`config.mk`:
```
export PLATFORM = sky130hd
export DESIGN_NAME = sar_sequencer
export DESIGN_NICKNAME = d
export VERILOG_FILES = /design/src/rtl/sar_pkg.sv /design/src/rtl/sar_accumulator.sv /design/src/rtl/sar_sequencer.sv
export SDC_FILE = /design/constraint.sdc
export NUM_CORES = 1
export LEC_CHECK = 0
export CAP_MARGIN = 20
export CORE_AREA = 2 2 60 62
export DETAILED_ROUTE_END_ITERATION = 7
export DIE_AREA = 0 0 62 64
export PLACE_DENSITY_LB_ADDON = 0.05
export SYNTH_ARGS = -nofsm -noshare
export SYNTH_HDL_FRONTEND = slang
export SYNTH_SLANG_ARGS = --single-unit
```
`constraint.sdc`:
```
create_clock -name clk -period 2.5 [get_ports clk]
set_clock_uncertainty 0.1 [all_clocks]
set_input_delay 0.75 -clock clk [delete_from_list [all_inputs] [get_ports clk]]
set_output_delay 0.75 -clock clk [all_outputs]
set_load 0.02 [all_outputs]
```
`src/rtl/sar_pkg.sv`:
```
// Shared types and constants for the SAR sequencer slice.
package sar_pkg;

  typedef enum logic [1:0] {IDLE, START, WAIT, PACE} state_t;

  localparam int SAR_N = 8;

  function automatic int acc_width(input int n, input int log2_avg);
    return n + log2_avg;
  endfunction

endpackage

```
`src/rtl/sar_accumulator.sv`:
```
// Sums 2^LOG2_AVG captured results and holds each average on a valid/ready port.
module sar_accumulator
  import sar_pkg::*;
#(
  parameter int N        = SAR_N,
  parameter int LOG2_AVG = 2
) (
  input  logic         clk,
  input  logic         rst,
  input  logic         capture,
  input  logic         clear,
  input  logic [N-1:0] adc_result,
  input  logic         out_ready,
  output logic [N-1:0] out_data,
  output logic         out_valid,
  output logic         overrun
);

  localparam int AW = acc_width(N, LOG2_AVG);
  // A one-bit counter that never advances stands in for LOG2_AVG=0 (pass-through).
  localparam int CW = (LOG2_AVG > 0) ? LOG2_AVG : 1;
  localparam logic [CW-1:0] CNT_LAST = CW'((1 << LOG2_AVG) - 1);

  logic [AW-1:0] acc;
  logic [AW-1:0] sum;
  logic [CW-1:0] cnt;
  logic          last;

  assign sum  = acc + AW'(adc_result);
  assign last = (cnt == CNT_LAST);

  always_ff @(posedge clk or negedge rst) begin
    if (!rst) begin
      acc <= '0;
      cnt <= '0;
    end else if (capture) begin
      if (last) begin
        acc <= '0;
        cnt <= '0;
      end else begin
        acc <= sum;
        cnt <= cnt + 1'b1;
      end
    end else if (clear) begin
      acc <= '0;
      cnt <= '0;
    end
  end

  // A consumer handshake in the same cycle as a new average absorbs the old one.
  always_ff @(posedge clk or negedge rst) begin
    if (!rst) begin
      out_data  <= '0;
      out_valid <= 1'b0;
      overrun   <= 1'b0;
    end else begin
      overrun <= 1'b0;
      if (capture && last) begin
        out_data  <= N'(sum >> LOG2_AVG);
        out_valid <= 1'b1;
        overrun   <= out_valid && !out_ready;
      end else if (out_ready) begin
        out_valid <= 1'b0;
      end
    end
  end

endmodule

```
`src/rtl/sar_sequencer.sv`:
```
// Paces SAR conversions with a periodic go pulse and averages the results.
// Define SAR_SEQ_TIMEOUT_EN to build the WAIT timeout that re-issues go and pulses err.
module sar_sequencer
  import sar_pkg::*;
#(
  parameter int N        = SAR_N,
  parameter int LOG2_AVG = 2,
  parameter int PERIOD   = 32,
  parameter int TIMEOUT  = 64
) (
  input  logic         clk,
  input  logic         rst,
  input  logic         en,
  output logic         go,
  input  logic         adc_valid,
  input  logic [N-1:0] adc_result,
  output logic [N-1:0] out_data,
  output logic         out_valid,
  input  logic         out_ready,
  output logic         overrun,
  output logic         err
);

  localparam int PW = $clog2(PERIOD);
  localparam logic [PW-1:0] PERIOD_LAST = PW'(PERIOD - 1);

  state_t        state;
  state_t        next_state;
  logic          valid_q;
  logic          valid_rise;
  logic          timed_out;
  logic          capture;
  logic          clear;
  logic [PW-1:0] period_cnt;

  assign valid_rise = adc_valid && !valid_q;

  always_ff @(posedge clk or negedge rst) begin
    if (!rst) begin
      state   <= IDLE;
      valid_q <= 1'b0;
    end else begin
      state   <= next_state;
      valid_q <= adc_valid;
    end
  end

  // The go cycle itself counts as cycle 0, so the count restarts at 1 after it.
  always_ff @(posedge clk or negedge rst) begin
    if (!rst) begin
      period_cnt <= '0;
    end else if (state == START) begin
      period_cnt <= PW'(1);
    end else if (period_cnt != PERIOD_LAST) begin
      period_cnt <= period_cnt + 1'b1;
    end
  end

`ifdef SAR_SEQ_TIMEOUT_EN
  localparam int TW = $clog2(TIMEOUT);
  localparam logic [TW-1:0] TIMEOUT_LAST = TW'(TIMEOUT - 1);

  logic [TW-1:0] wait_cnt;

  always_ff @(posedge clk or negedge rst) begin
    if (!rst) begin
      wait_cnt <= '0;
    end else if (state == WAIT) begin
      wait_cnt <= wait_cnt + 1'b1;
    end else begin
      wait_cnt <= '0;
    end
  end

  assign timed_out = (state == WAIT) && (wait_cnt == TIMEOUT_LAST);
`else
  // TIMEOUT has no effect when the timer is not built.
  assign timed_out = 1'b0 & (TIMEOUT > 0);
`endif

  always_comb begin
    next_state = state;
    go         = 1'b0;
    err        = 1'b0;
    capture    = 1'b0;
    clear      = 1'b0;
    case (state)
      IDLE: begin
        if (en) next_state = START;
      end
      START: begin
        go         = 1'b1;
        next_state = WAIT;
      end
      WAIT: begin
        if (valid_rise) begin
          capture    = 1'b1;
          next_state = PACE;
        end else if (timed_out) begin
          err        = 1'b1;
          next_state = START;
        end
      end
      PACE: begin
        if (!en) begin
          clear      = 1'b1;
          next_state = IDLE;
        end else if (period_cnt >= PERIOD_LAST) begin
          next_state = START;
        end
      end
      default: next_state = IDLE;
    endcase
  end

  sar_accumulator #(
    .N        (N),
    .LOG2_AVG (LOG2_AVG)
  ) u_acc (
    .clk        (clk),
    .rst        (rst),
    .capture    (capture),
    .clear      (clear),
    .adc_result (adc_result),
    .out_ready  (out_ready),
    .out_data   (out_data),
    .out_valid  (out_valid),
    .overrun    (overrun)
  );

endmodule
```
After elaboration in Yosys (flattened, before gate mapping)
Index checks and enable logic that the tools add are counted.
{"block": "word_totals", "ff_bits": 30, "in_bits": 13, "output_inout_bits": 12, "wordCells": 51}
{"block": "classes", "n_addsub": 3, "magnitude_cmp": 1, "n_eq_ne": 8, "mux": 21, "reduce_logical": 10}
{"operator": "$mux W10", "count": 3}
{"operator": "$mux W2", "count": 7}
{"operator": "$add A10 B8 Y10", "count": 1}
{"operator": "$mux W5", "count": 2}
{"operator": "$mux W1", "count": 8}
{"operator": "$pmux W2 S4", "count": 1}
{"operator": "$eq A2 B2 Y1 const B", "count": 3}
{"operator": "$reduce_bool A2 Y1", "count": 3}
{"operator": "$add A5 B1 Y5 const B", "count": 1}
{"operator": "$ge A5 B5 Y1 const B", "count": 1}
{"operator": "$ne A5 B5 Y1 const B", "count": 1}
{"operator": "$ne A2 B2 Y1 const B", "count": 2}
{"operator": "$logic_and A1 B1 Y1", "count": 3}
{"operator": "$ne A3 B3 Y1 const B", "count": 1}
{"operator": "$reduce_and A3 Y1", "count": 1}
{"operator": "$add A2 B1 Y2 const B", "count": 1}
{"operator": "$eq A2 B1 Y1 const B", "count": 1}
{"operator": "$logic_not A1 Y1", "count": 2}
{"operator": "$logic_not A2 Y1", "count": 1}

Longest topological paths before layout
Gate-level depths: netlist (run 1).
{"block": "logic_depth", "word_depth": 6, "ltp_mapped": 8, "depth_no_buf": 8}

Hierarchy
A second synthesis (run 1) with hierarchy kept.
{"block": "hier_totals", "cells_unflattened": 153, "area_unflattened_um2": 1662.8}
{"module": "sar_accumulator", "instances": 1, "cells_each": 107, "area_per_inst_um2": 1174.9, "seq_area_each_um2": 550.5}
{"module": "sar_sequencer", "instances": 1, "cells_each": 46, "area_per_inst_um2": 488.0, "seq_area_each_um2": 200.2}

Least setup slack after synthesis (run 1)
Ideal clock, no wire load.
{"block": "synth_timing", "path_type": "input -> register", "from": "in adc_result[0]", "to": "reg u_acc.acc[6]", "setup_time_ns": 0.122, "t_arrival_ns": 2.286, "required_ns": 2.278, "path_slack_ns": -0.007, "path_stages": 8, "path_buffers": 0, "cell_sequence": "ha_1 inv_1 fa_1 nor2b_4 o31a_1 o21a_1 or3_1 a32o_1"}
{"block": "synth_between", "elab_chain_len": 3}
{"element": "from (decl)", "line_no": "sar_sequencer.sv:16", "rtl": "input logic [N-1:0] adc_result,"}
{"element": "$add A10 B8 Y10", "line_no": "sar_accumulator.sv:29", "rtl": "assign sum = acc + AW'(adc_result);"}
{"element": "$mux W10", "line_no": "sar_accumulator.sv:37", "rtl": "if (last) begin"}
{"element": "$mux W10", "line_no": "sar_accumulator.sv:36", "rtl": "end else if (capture) begin"}
{"element": "to (signal assigned)", "line_no": "sar_accumulator.sv:41", "rtl": "acc <= sum;"}
{"element": "to (decl)", "line_no": "sar_accumulator.sv:24", "rtl": "logic [AW-1:0] acc;"}
Every way passes these cells.
A chain may end at the register's enable or synchronous reset.

Final worst setup path (run 1)
{"block": "layout_timing", "from": "in adc_result[3]", "to": "reg u_acc.acc[6]"}
The elaborated chain is that of the path after synthesis.

==> impl_metrics.ini, run 1 <==
[status]
status = complete, no violations

[drt]
drt_wl_total_um = 3450
drc = 0
vias_per_cell = 5.30
first_pass_iters = 4
drt-initial-drc-count = 59
vias = 1324
wl_per_cell_um = 13.8
ant_nets = 0

[power]
peakVddDrop_uv = 537
power_switching_uw = 912
clkPwrFrac_pct = 13.6
switching_share_pct = 39.2
p_seq_share_pct = 34.7
power_density_nw_per_um2 = 1070
p_comb_share_pct = 51.7
p_leak_nw = 1.02
intPower_mw = 1.41

[timing]
rsz0062_at_grt = false
period_share_pct = 97.3
hold_viol = 0
post-route-min-period_ns = 2.43
max_freq_ghz = 0.411
setup-violations-final = 0
holdWs_ns = 0.387
fin_tns_setup_ns = 0
worst_slack_ns = 0.0669
maxSlewViolCount = 0

[die]
start_util_pct = 51.7
rows = 21
core-area_sq_um = 3280
dieArea_sq_um = 3970
pin_count = 25
die_w_um = 62
die_y_um = 64

[logic_synthesis]
syn_inst = 159
ys_seq_area_share_pct = 44.2
yosys-top-cells-area = dfrtp_1 44%, ha_1 12%, mux2_2 3.3%
postSynthAreaPerCell_sq_um = 10.7
netlist.top_cell.by_area = dfrtp_1
synth-seq-cells = 30
syn-num-nets = 189
yosysWarnings = 0
ys_types = 41
synth_area_sq_um = 1700
yosysTopAreaCellShare_pct = 44.2

[critical_path]
crit_path_max_fanout = 2
critPathRequiredTime_ns = 2.63
arrival_ns = 2.57
start_kind = primary input
crit_type = primary input to flop
crit_path_end_kind = flop
r2r_cells = 8

[global_route]
grt_pass1_wl_um = 6130
grt_antenna_before_repair = 0
grt-ovfl-total = 0
grt_max_degree = 31
grt_util_all_layers_pct = 21.0
grt_pass1_vias = 1377

[final_layout]
utilization_pct = 66.1
n_fill_cell = 275
multiInputGateArea_sq_um = 906
final_common_cell = dfrtp_1
area_delta_synth_final_pct = 27.8
diodes = 0
final_cell_mix = 30 x dfrtp_1, 19 x clkdlybuf4s50_1, 18 x buf_4, 15 x ha_1, 13 x nand2_1
fin_area_sq_um = 2170
seq_area_sq_um = 751
nets = 233
layout-drive-gt1-share_pct = 20.1

[place]
place.port_buffers = 23
place_congestion = 0.824
place_ws_ns = -0.464
place_area_sq_um = 2100
hpwl_um = 2620

[clock_network]
cts_buffers = 5
cts_root_buf = clkbuf_4
postCtsSetupRepairBufs = 0
worstSkewPairLatency_ns = 0.34
ctsHtreeMaxLevel = 2
cts-hold-fix-buffers = 0
cts_num_sinks = 30
cts.clk_slew.worst_paths_ns = 0.10
cts_tree = yes
clockBufferDepth = 2

[worst_hold_path]
holdPathStages = 2
hp-class = flop to flop

[flow_run]
drv_cap = 0
## per-stage QoR
stage	std cells	total power [mW]
2_1_floorplan	159	1.57
3_3_place_gp	241	1.93
3_5_place_dp	241	2.01
4_1_cts	249	2.33
5_1_grt	250	2.53
6_report	250	2.32
## critical path, cell delays in order
cell	delay (ns)
clkdlybuf4s50_1	0.41
ha_1	0.31
o21a_1	0.19
o31a_1	0.11
o21a_1	0.19
or3_4	0.39
a32o_1	0.23
## power by group through the flow
stage                     Clock, mW  Sequential (mW)  Combinational, mW
final                         0.317            0.807               1.20
after CTS                     0.325            0.805               1.20
after global routing          0.353            0.830               1.35
after global placement            0            0.798               1.13
after detailed placement          0            0.814               1.19
after floorplan                   0            0.842              0.731
## per-layer routing
layer	vias up	global-route usage, %	part of all wire (%)
met4	0	6.38	1.5
met2	22	35.0	52
met1	642	25.4	43
met3	5	6.07	3.2
li1	655	-	-
met5	-	0	0
## final cells by class
class,instances,area share (%)
clock buffers,6,2.36
multi-input cells,116,41.7
clock inverters,2,0.576
well taps,46,2.65
flip-flops and latches,30,34.6
repair buffers,41,16.6
inverters,9,1.56
## logic make-up (layout without fill, tap and decap cells)
group           Yosys count  in the layout  share of synthesized area, %
simple gates             42             42                          13.0
compound gates           40             40                          17.4
flops                    30             30                          44.2
fa+ha+maj                17             17                          13.0
buf+inv                  13             58                          3.09
xor+xnor                  8              8                          4.12
mux                       8              8                          5.08
other cells               1              1                         0.221
## sequential cells by signal, summed over array words and instances (netlist names)
register         count
period_cnt           5
state                2
u_acc.acc           10
u_acc.cnt            2
u_acc.out_data       8
u_acc.out_valid      1
u_acc.overrun        1
valid_q              1
## Yosys cell counts (all sizes together)
| library cell | number |
|---|---|
| inv | 9 |
| a21boi | 1 |
| and3 | 1 |
| a32o | 1 |
| or3 | 2 |
| nand2 | 13 |
| o221a | 1 |
| a22o | 6 |
| xor2 | 3 |
| o31ai | 2 |
| nand3 | 2 |
| nor3 | 4 |
| nor2 | 10 |
| fa | 1 |
| o311ai | 1 |
| a41o | 1 |
| o22ai | 1 |
| a31oi | 1 |
| o21a | 3 |
| nor2b | 4 |
| mux2i | 3 |
| and2 | 1 |
| ha | 16 |
| o31a | 1 |
| nand4b | 1 |
| buf | 1 |
| o21ai | 11 |
| clkbuf | 3 |
| a211o | 1 |
| nand2b | 4 |
| a22oi | 1 |
| dfrtp | 30 |
| conb | 1 |
| a21oi | 6 |
| o32ai | 1 |
| mux2 | 5 |
| xnor2 | 5 |
| o221ai | 1 |
## path summary, 6_finish.rpt
| path | start | to | slack (ns) |
|---|---|---|---|
| max | adc_result[3] | u_acc.acc[6] | 0.07 |
| min | u_acc.out_data[7] | u_acc.out_data[7] | 0.39 |
| max reg2reg | u_acc.acc[0] | u_acc.acc[6] | 0.32 |
| min reg2reg | u_acc.out_data[7] | u_acc.out_data[7] | 0.39 |
| max in group asynchronous | rst | u_acc.out_data[0] | 1.33 |
| min in group asynchronous | rst | u_acc.out_data[2] | 0.69 |
## timing repair
item | CTS | global route
resized for setup | 8 | 0
hold endpoints to repair | 0 | 0
setup endpoints to repair | 4 | 2
pin swaps | 7 | 4
Power figures use the tool's default switching activity.
==> run 2, diff against run 1 <==
--- a/config.mk
+++ b/config.mk
@@ -5,8 +5,9 @@
 export SDC_FILE = /design/constraint.sdc
 export NUM_CORES = 1
 export LEC_CHECK = 0
-export CAP_MARGIN = 20
+export CAP_MARGIN = 0
 export CORE_AREA = 2 2 60 62
+export CTS_CLUSTER_DIAMETER = 60
 export DETAILED_ROUTE_END_ITERATION = 7
 export DIE_AREA = 0 0 62 64
 export PLACE_DENSITY_LB_ADDON = 0.05
==> run 2 against run 1 <==
Effect of this change: clock power hardly changed; maximum frequency is 0.45% lower; first-iteration DRC count is 12% higher; sequential share of layout area is 0.12 points higher; largest power group unchanged; largest cell class unchanged; count of clock-buffer cells in the layout stayed put; critical endpoint unchanged; wire length is 0.20% higher; register-to-register slack worse by 0.02 ns; via count is 0.91% lower; sequential power hardly changed; worst setup slack worse by 0.011 ns; global-route usage stayed put; critical path depth stayed put.
==> impl_metrics.ini, run 2 (synthesis results as in run 1) <==
[status]
status = complete, no violations

[worst_hold_path]
hp-class = flop to flop
hp-start = u_acc.out_data[7]
min_to = u_acc.out_data[7]
holdPathStages = 2

[power]
switching_share_pct = 39.3
clkPwrFrac_pct = 13.6
power_density_nw_per_um2 = 1070
intPower_mw = 1.41
total_power_mw = 2.32
p_comb_share_pct = 51.6
p_leak_nw = 1.02
power_switching_uw = 910
p_seq_share_pct = 34.8
peakVddDrop_uv = 546

[clock_network]
cts_num_sinks = 30
ctsHtreeMaxLevel = 2
worstSkewPairLatency_ns = 0.33
cts_buffers = 5
cts_tree = yes
cts_root_buf = clkbuf_4
cts-hold-fix-buffers = 0
clockBufferDepth = 2
cts.clk_slew.worst_paths_ns = 0.10

[critical_path]
worstSetupStartpoint = adc_result[3]
critPathRequiredTime_ns = 2.63
arrival_ns = 2.57
r2r_cells = 6
start_kind = primary input
crit_type = primary input to flop
r2r_slack_ns = 0.30
crit_path_end_kind = flop
rr_endpoint = u_acc.acc[4]
crit_path_max_fanout = 2
regToRegStartpoint = state[0]

[timing]
setup-violations-final = 0
maxSlewViolCount = 0
fin_tns_setup_ns = 0
period_share_pct = 97.8
slew_headroom_pct = 26.0
post-route-min-period_ns = 2.44
max_freq_ghz = 0.409
worst_pin_slew_ns = 1.11
rsz0062_at_grt = false
hold_viol = 0

[final_layout]
diodes = 0
fin_area_sq_um = 2160
final_cell_mix = 30 x dfrtp_1, 19 x clkdlybuf4s50_1, 17 x buf_4, 15 x ha_1, 13 x nand2_1
final_common_cell = dfrtp_1
top_register = u_acc.acc
layout-drive-gt1-share_pct = 19.7
reg.largest.list = u_acc.acc (10), u_acc.out_data (8), period_cnt (5)
largest_reg_flops = 10
nets = 232
area_delta_synth_final_pct = 27.4
n_fill_cell = 275

[die]
dieArea_sq_um = 3970
die_y_um = 64
die_w_um = 62
core-area_sq_um = 3280
pin_count = 25
rows = 21
start_util_pct = 51.7

[flow_run]
drv_cap = 0

[drt]
first_pass_iters = 4
vias = 1312
drt_wl_total_um = 3450
wl_per_cell_um = 13.9
drt-initial-drc-count = 66
drc = 0
vias_per_cell = 5.27
ant_nets = 0

[global_route]
grt_util_all_layers_pct = 21.0
grt-ovfl-total = 0
grt_max_degree = 31
grt_pass1_vias = 1377
grt_pass1_wl_um = 6130
grt_antenna_before_repair = 0

[place]
place_congestion = 0.824
hpwl_um = 2620
place_area_sq_um = 2100
place.port_buffers = 23
==> run 2: changes by cell type in the layout (fill, tap and decap cells not counted), sizes merged <==
cell / before / now
buf: 18 / 17
==> run 2: layer usage <==
metal | track usage (%) | wire (um)
met1 | 25.4 | 1520
met2 | 35.0 | 1800
met3 | 6.07 | 94
met4 | 6.38 | 43
met5 | 0 | 0
==> run 2: power by group through the flow <==
| stage | clock, mW | sequential, mW | combinational, mW |
|---|---|---|---|
| 2_1_floorplan | 0 | 0.842 | 0.731 |
| 3_3_place_gp | 0 | 0.798 | 1.13 |
| 3_5_place_dp | 0 | 0.814 | 1.19 |
| 4_1_cts | 0.325 | 0.805 | 1.20 |
| 5_1_grt | 0.353 | 0.830 | 1.34 |
| 6_report | 0.314 | 0.806 | 1.19 |
==> run 2: critical path, stage by stage <==
cell and delay [ns]:
clkdlybuf4s50_1 0.41, ha_1 0.31, o21a_1 0.19, o31a_1 0.11, o21a_1 0.19, or3_4 0.39
a32o_1 0.23
==> run 2: how the worst max path moves through the flow <==
stage	cells past startpoint	end	slack, ns
finish	7	u_acc.acc[6]	0.06
detailed placement	9	u_acc.acc[6]	-0.46
CTS	9	u_acc.out_data[4]	0.02
global route	8	u_acc.acc[7]	0.004
global placement	9	u_acc.acc[6]	-0.41
floorplan	8	u_acc.acc[6]	0.005
==> run 2: metrics by stage <==
step / hold slack (ns) / util [%] / worst slack (ns) / cells
3_5_place_dp: 0.369 / 63.9 / -0.464 / 241
2_1_floorplan: 0.354 / - / 0.00505 / 159
3_3_place_gp: 0.363 / 63.9 / -0.414 / 241
6_report: 0.386 / 65.9 / 0.0560 / 249
5_1_grt: 0.434 / 65.9 / 0.00416 / 249
4_1_cts: 0.393 / 65.9 / 0.0175 / 249
==> run 2: final cells by class <==
| type | count | area [sq um] | area share, % |
|---|---|---|---|
| Clock buffer | 6 | 51.3 | 2.37 |
| Clock inverter | 2 | 12.5 | 0.578 |
| Inverter | 9 | 33.8 | 1.56 |
| Multi-Input combinational cell | 116 | 906 | 41.8 |
| Sequential cell | 30 | 751 | 34.7 |
| Tap cell | 46 | 57.6 | 2.66 |
| Timing Repair Buffer | 40 | 353 | 16.3 |
==> run 2: repair_timing <==
action / CTS / global route
endpoints found under the setup margin: 4 / 2
buffers inserted: 0 / 0
hold endpoints to repair: 0 / 0
pin swaps: 7 / 4
gates resized for setup: 8 / 0
==> run 3, diff against run 2 <==
--- a/config.mk
+++ b/config.mk
@@ -5,6 +5,7 @@
 export SDC_FILE = /design/constraint.sdc
 export NUM_CORES = 1
 export LEC_CHECK = 0
+export ABC_AREA = 1
 export CAP_MARGIN = 0
 export CORE_AREA = 2 2 60 62
 export CTS_CLUSTER_DIAMETER = 60
==> run 3 against run 2 <==
Effect of this change: non-clock buffer count decreased by 12; sequential share of layout area decreased by 0.080 points; largest power group unchanged; critical endpoint is now go; critical path type is now flop to output pin; utilization increased by 0.15 points.
==> impl_metrics.ini, run 3 <==
[drt]
wl_met2_um = 1840
drt_wl_total_um = 3720
wl_per_cell_um = 12.6
ant_nets = 0
drt-initial-drc-count = 96
routed.top_layer = met4
wl_met3_um = 206
vias = 1507
drc = 0
m1WireLength_um = 1630
first_pass_iters = 4
vias_per_cell = 5.11

[critical_path]
r2r_cells = 7
crit_path_end_kind = output pin
crit_path_top_delay_cell = dfrtp_1
crit_path_max_fanout = 4
arrival_ns = 1.48
max_stage_delay_ns = 0.42
start_kind = flop
path_buf_inv = 2
crit_type = flop to output pin
critical_path.top_delay_family = buffers and inverters
critPathRequiredTime_ns = 1.65
crit_cells = 3
path_cells = inv_1 > ha_1 > dlygate4sd2_1

[power]
p_comb_share_pct = 45.3
peakVddDrop_uv = 681
clkPwrFrac_pct = 21.5
intPower_mw = 1.47
switching_share_pct = 39.3
power_switching_uw = 951
p_leak_nw = 1.13
p_seq_share_pct = 33.3
power_density_nw_per_um2 = 1110

[logic_synthesis]
synth_edf_count = 0
async_flop_share_pct = 100
yosysMostFrequentCell = nand2_1
synth-seq-cells = 30
syn-num-nets = 245
yosys-top-cells-count = 75 x nand2_1, 30 x dfrtp_1, 21 x inv_1
syn_inst = 215
postSynthAreaPerCell_sq_um = 8.15
synth_area_sq_um = 1750
yosysWarnings = 0
ys_seq_area_share_pct = 42.8
netlist.top_cell.by_area = dfrtp_1
synthFlopType = dfrtp_1
yosys-top-cells-area = dfrtp_1 43%, nand2_1 16%, ha_1 11%
yosysTopAreaCellShare_pct = 42.8
ys_types = 29

[timing]
post-route-min-period_ns = 2.33
setup-violations-final = 0
worst_slack_ns = 0.169
rsz0062_at_grt = false
max_freq_ghz = 0.429
maxSlewViolCount = 0
holdWs_ns = 0.393
hold_viol = 0
period_share_pct = 93.2

[global_route]
grt_pass1_wl_um = 6270
grt_pass1_vias = 1478
grt_max_degree = 31
grt_util_all_layers_pct = 21.1
grt_antenna_before_repair = 0
grt-ovfl-total = 0

[clock_network]
ctsHtreeMaxLevel = 2
worstSkewPairLatency_ns = 0.34
cts.clk_slew.worst_paths_ns = 0.10
cts_num_sinks = 30
cts_buffers = 5
cts_tree = yes
cts_root_buf = clkbuf_4
clockBufferDepth = 2

[die]
rows = 21
die_w_um = 62
start_util_pct = 53.4
die_y_um = 64
dieArea_sq_um = 3970
core-area_sq_um = 3280
pin_count = 25

[worst_hold_path]
holdPathStages = 2
hp-class = flop to flop

[final_layout]
area_delta_synth_final_pct = 23.8
layout-drive-gt1-share_pct = 8.84
diodes = 0
nets = 278
n_fill_cell = 297
fin_area_sq_um = 2170
reg.largest.list = u_acc.acc (10), u_acc.out_data (8), period_cnt (5)
utilization_pct = 66.1
final_cell_mix = 75 x nand2_1, 30 x dfrtp_1, 22 x clkdlybuf4s50_1, 21 x inv_1, 16 x ha_1
final_common_cell = nand2_1
top_register = u_acc.acc
largest_reg_flops = 10

[place]
hpwl_um = 2770
place_ws_ns = -0.175
place_congestion = 0.890
place_area_sq_um = 2060
place.port_buffers = 23

[flow_run]
drv_cap = 0

[status]
status = complete, no violations
run 3: cell count changes in the layout (fill, tap and decap cells not counted), sizes merged, moves of 5 or more:
cell,delta
buf,-12
mux2,-5
nand3,+14
inv,+14
nand2,+63
nor2,+6
run 3: stage by stage:
stage	setup TNS [ns]	instances	power [mW]
floorplan	0	215	1.56
global placement	-0.468	287	1.86
detailed placement	-0.847	287	1.91
CTS	0	295	2.43
global route	0	295	2.63
finish	0	295	2.42
run 3: timing repair:
item | 4_1_cts | 5_1_grt
setup endpoints to repair | 1 | 0
hold endpoints to repair | 0 | 0
hold buffers | 0 | 0
gates resized for setup | 1 | 0
setup buffers | 0 | 0
run 3: worst paths after layout:
kind / slack (ns) / end / start
setup / recovery: 0.17 / go / state[1]
hold / removal: 0.39 / u_acc.acc[4] / u_acc.acc[4]
setup reg to reg: 0.64 / period_cnt[3] / period_cnt[0]
hold reg to reg: 0.39 / u_acc.acc[4] / u_acc.acc[4]
max in group asynchronous: 1.34 / u_acc.acc[3] / rst
min in group asynchronous: 0.68 / u_acc.acc[5] / rst
run 3: logic make-up (layout without fill, tap and decap cells):
family	count (synthesis)	count (layout)	synth area share (%)
AOI/OAI and AO/OA	24	24	8.42
xor gates and xnor gates	3	3	1.50
adders and majority gates	17	17	12.6
buffers and inverters	25	59	6.00
DFF	30	30	42.8
other	1	1	0.214
and+or+nand+nor	115	115	28.5
run 3: layout make-up:
cell class	instances	area, sq um	share of cell area (%)
Timing Repair Buffer	28	267	12.3
Inverter	23	86.3	3.98
Clock buffer	6	51.3	2.36
Multi-Input combinational cell	160	897	41.3
Tap cell	46	57.6	2.65
Sequential cell	30	751	34.6
Clock inverter	2	60.1	2.77
run 3: per-layer routing:
metal,vias to the layer above,track usage [%]
li1,762,-
met1,696,26.8
met2,39,34.6
met3,10,4.25
met4,0,7.71
met5,-,0
run 3: tightest hold or removal path, stage by stage, from the launching register on:
cell and delay (ns):
dfrtp_1 0.36, nand2_1 0.05, nand2_1 0.05
run 3: power by group through the flow:
stage / Combinational, mW / Sequential, mW / Clock (mW)
2_1_floorplan: 0.714 / 0.845 / 0
3_3_place_gp: 1.06 / 0.801 / 0
3_5_place_dp: 1.10 / 0.813 / 0
4_1_cts: 1.10 / 0.805 / 0.526
5_1_grt: 1.26 / 0.829 / 0.547
6_report: 1.09 / 0.805 / 0.519
==> edit, RTL diff (config.mk and constraints of run 1) <==
Register the output `overrun`, cleared by the reset; this adds one clock of latency there. The other outputs are not delayed to match.
--- a/src/rtl/sar_sequencer.sv
+++ b/src/rtl/sar_sequencer.sv
@@ -23,6 +23,8 @@
 
   localparam int PW = $clog2(PERIOD);
   localparam logic [PW-1:0] PERIOD_LAST = PW'(PERIOD - 1);
+
+  logic overrun_d;
 
   state_t        state;
   state_t        next_state;
@@ -125,7 +127,15 @@
     .out_ready  (out_ready),
     .out_data   (out_data),
     .out_valid  (out_valid),
-    .overrun    (overrun)
+    .overrun    (overrun_d)
   );
 
+  always_ff @(posedge clk or negedge rst) begin
+    if (!rst) begin
+      overrun <= '0;
+    end else begin
+      overrun <= overrun_d;
+    end
+  end
+
 endmodule
Function: same outputs for any inputs over 10 cycles, from zero or initial values and one cycle with rst low; that may be too few to reach the edited logic, so the function may still have changed.
==> edit against run 1 <==
Global-route usage increased by 0.62 points; synthesized area increased by 1.4%; first-iteration DRC count increased by 8.5%; setup slack got worse by 0.066 ns; final area increased by 4.7%; routed wire length increased by 8.0%; sequential cell count increased by 1; sequential share of layout area decreased by 0.44 points; combinational power decreased by 4%; power decreased by 1.5%; largest cell class unchanged; largest power group unchanged.
==> edit: results (changes against run 1) <==
synthesis:
  yosys-top-cells-count: "31 x dfrtp_1, 16 x ha_1, 14 x o21ai_0, 12 x nand2_1, 10 x nor2_1"
  seq_area_frac_synth_pct: 45.0  # +0.84 points
  yosysUniqueCellTypes: 38  # -7.3%
  synth_area_leaders: "dfrtp_1 45%, ha_1 12%, o21ai_0 4.1%"
  synth_fp_nets: 198  # +4.8%
  ys_warn_count: 0  # unchanged
pwr:
  ir_worst_vdd_uv: 554  # +3.2%
  p_leak_uw: 0.00107  # +4.1%
sta:
  whs_ns: 0.259  # -0.127 ns
  fin_ws_ns: 0.00127  # -0.0657 ns
cts:
  postCtsSetupBuffers: 2  # +2
  cts-resized-gates: 14  # +6
  htree_levels: 2  # unchanged
  clockBufferDepth: 2  # unchanged
grt:
  grt_pass1_wl_mm: 6.34  # +3.4%
  grt_pass1_vias: 1404  # +2.0%
  grt_max_degree: 32  # +3.2%
  grt.total_usage_pct: 21.6  # +0.62 points
placed_design:
  placed_area_um2: 2130  # +1.6%
  dp_slack_ns: -0.519  # -0.0548 ns
  dp_hpwl_mm: 2.73  # +4.2%
  gp_congestion: 0.804  # -2.4%
cells_and_area:
  fin_nets: 245  # +5.2%
  nFillCells: 253  # -8.0%
  drive_above_1_share_pct: 21.3  # +1.2 points
  fin_area_um2: 2270  # +4.7%
hold_path:
  hp-start: "u_acc.overrun$_DFF_PN0_"
detailed_routing:
  dr.pass1.iters: 4  # unchanged
  wl_per_cell_um: 14.2  # +3.1%
  viasPerCell: 5.37  # +1.5%
  initialDrtViolationCount: 64  # +8.5%
setup_path:
  critPathLaunch: "adc_result[3]"
  cp.arrival_ns: 2.62  # +0.05 ns
  slowest_delay_ns: 0.53  # +0.12 ns
  rrSetupSlack_ns: 0.20  # -0.12 ns
status:
  outcome: "complete, no violations"
floorplan:
  initial_core_util_pct: 52.5  # +0.72 points
==> edit: layout make-up <==
class | count | share of cell area (%)
flip-flops and latches | 31 | 34.1
multi-input cells | 124 | 41.6
repair buffers | 45 | 17.2
well taps | 46 | 2.53
clock buffers | 7 | 2.86
inverters | 8 | 1.32
clock inverters | 1 | 0.330
==> edit: kinds of logic (layout without fill, tap and decap cells) <==
| kind of cell | count (synthesis) | count (layout) | share of synthesized area [%] |
|---|---|---|---|
| compound gates | 46 | 46 | 17.7 |
| xor+xnor | 7 | 7 | 3.56 |
| fa+ha+maj | 17 | 17 | 12.8 |
| buf+inv | 13 | 61 | 3.05 |
| flops | 31 | 31 | 45.0 |
| mux | 7 | 7 | 4.43 |
| other cells | 1 | 1 | 0.218 |
| simple gates | 46 | 46 | 13.2 |
==> edit: worst paths after layout <==
check	end	depth (start not counted)
max	u_acc.acc[6]$_DFFE_PN0P_	7
min	overrun$_DFF_PN0_	0
max reg2reg	u_acc.acc[6]$_DFFE_PN0P_	8
min reg2reg	overrun$_DFF_PN0_	0
max in group asynchronous	period_cnt[3]$_DFFE_PN0P_	2
min in group asynchronous	u_acc.acc[7]$_DFFE_PN0P_	2
==> edit: power by group <==
group	switching, uW	internal (uW)
Sequential	124	670
Combinational	564	587
Clock	180	164
Total	868	1420
==> edit: metrics by stage <==
stage	TNS, ns	total power, uW	cells
after floorplan	0	1490	168
after global placement	-3.75	1830	251
after detailed placement	-4.30	1880	251
after CTS	0	2270	261
after global routing	-0.0223	2480	262
final	0	2290	262
==> edit: layer usage <==
metal / routed length, um / GRT usage [%]
met5: 0 / 0
met3: 153 / 5.67
met2: 1820 / 33.7
met4: 37 / 5.59
met1: 1710 / 29.3
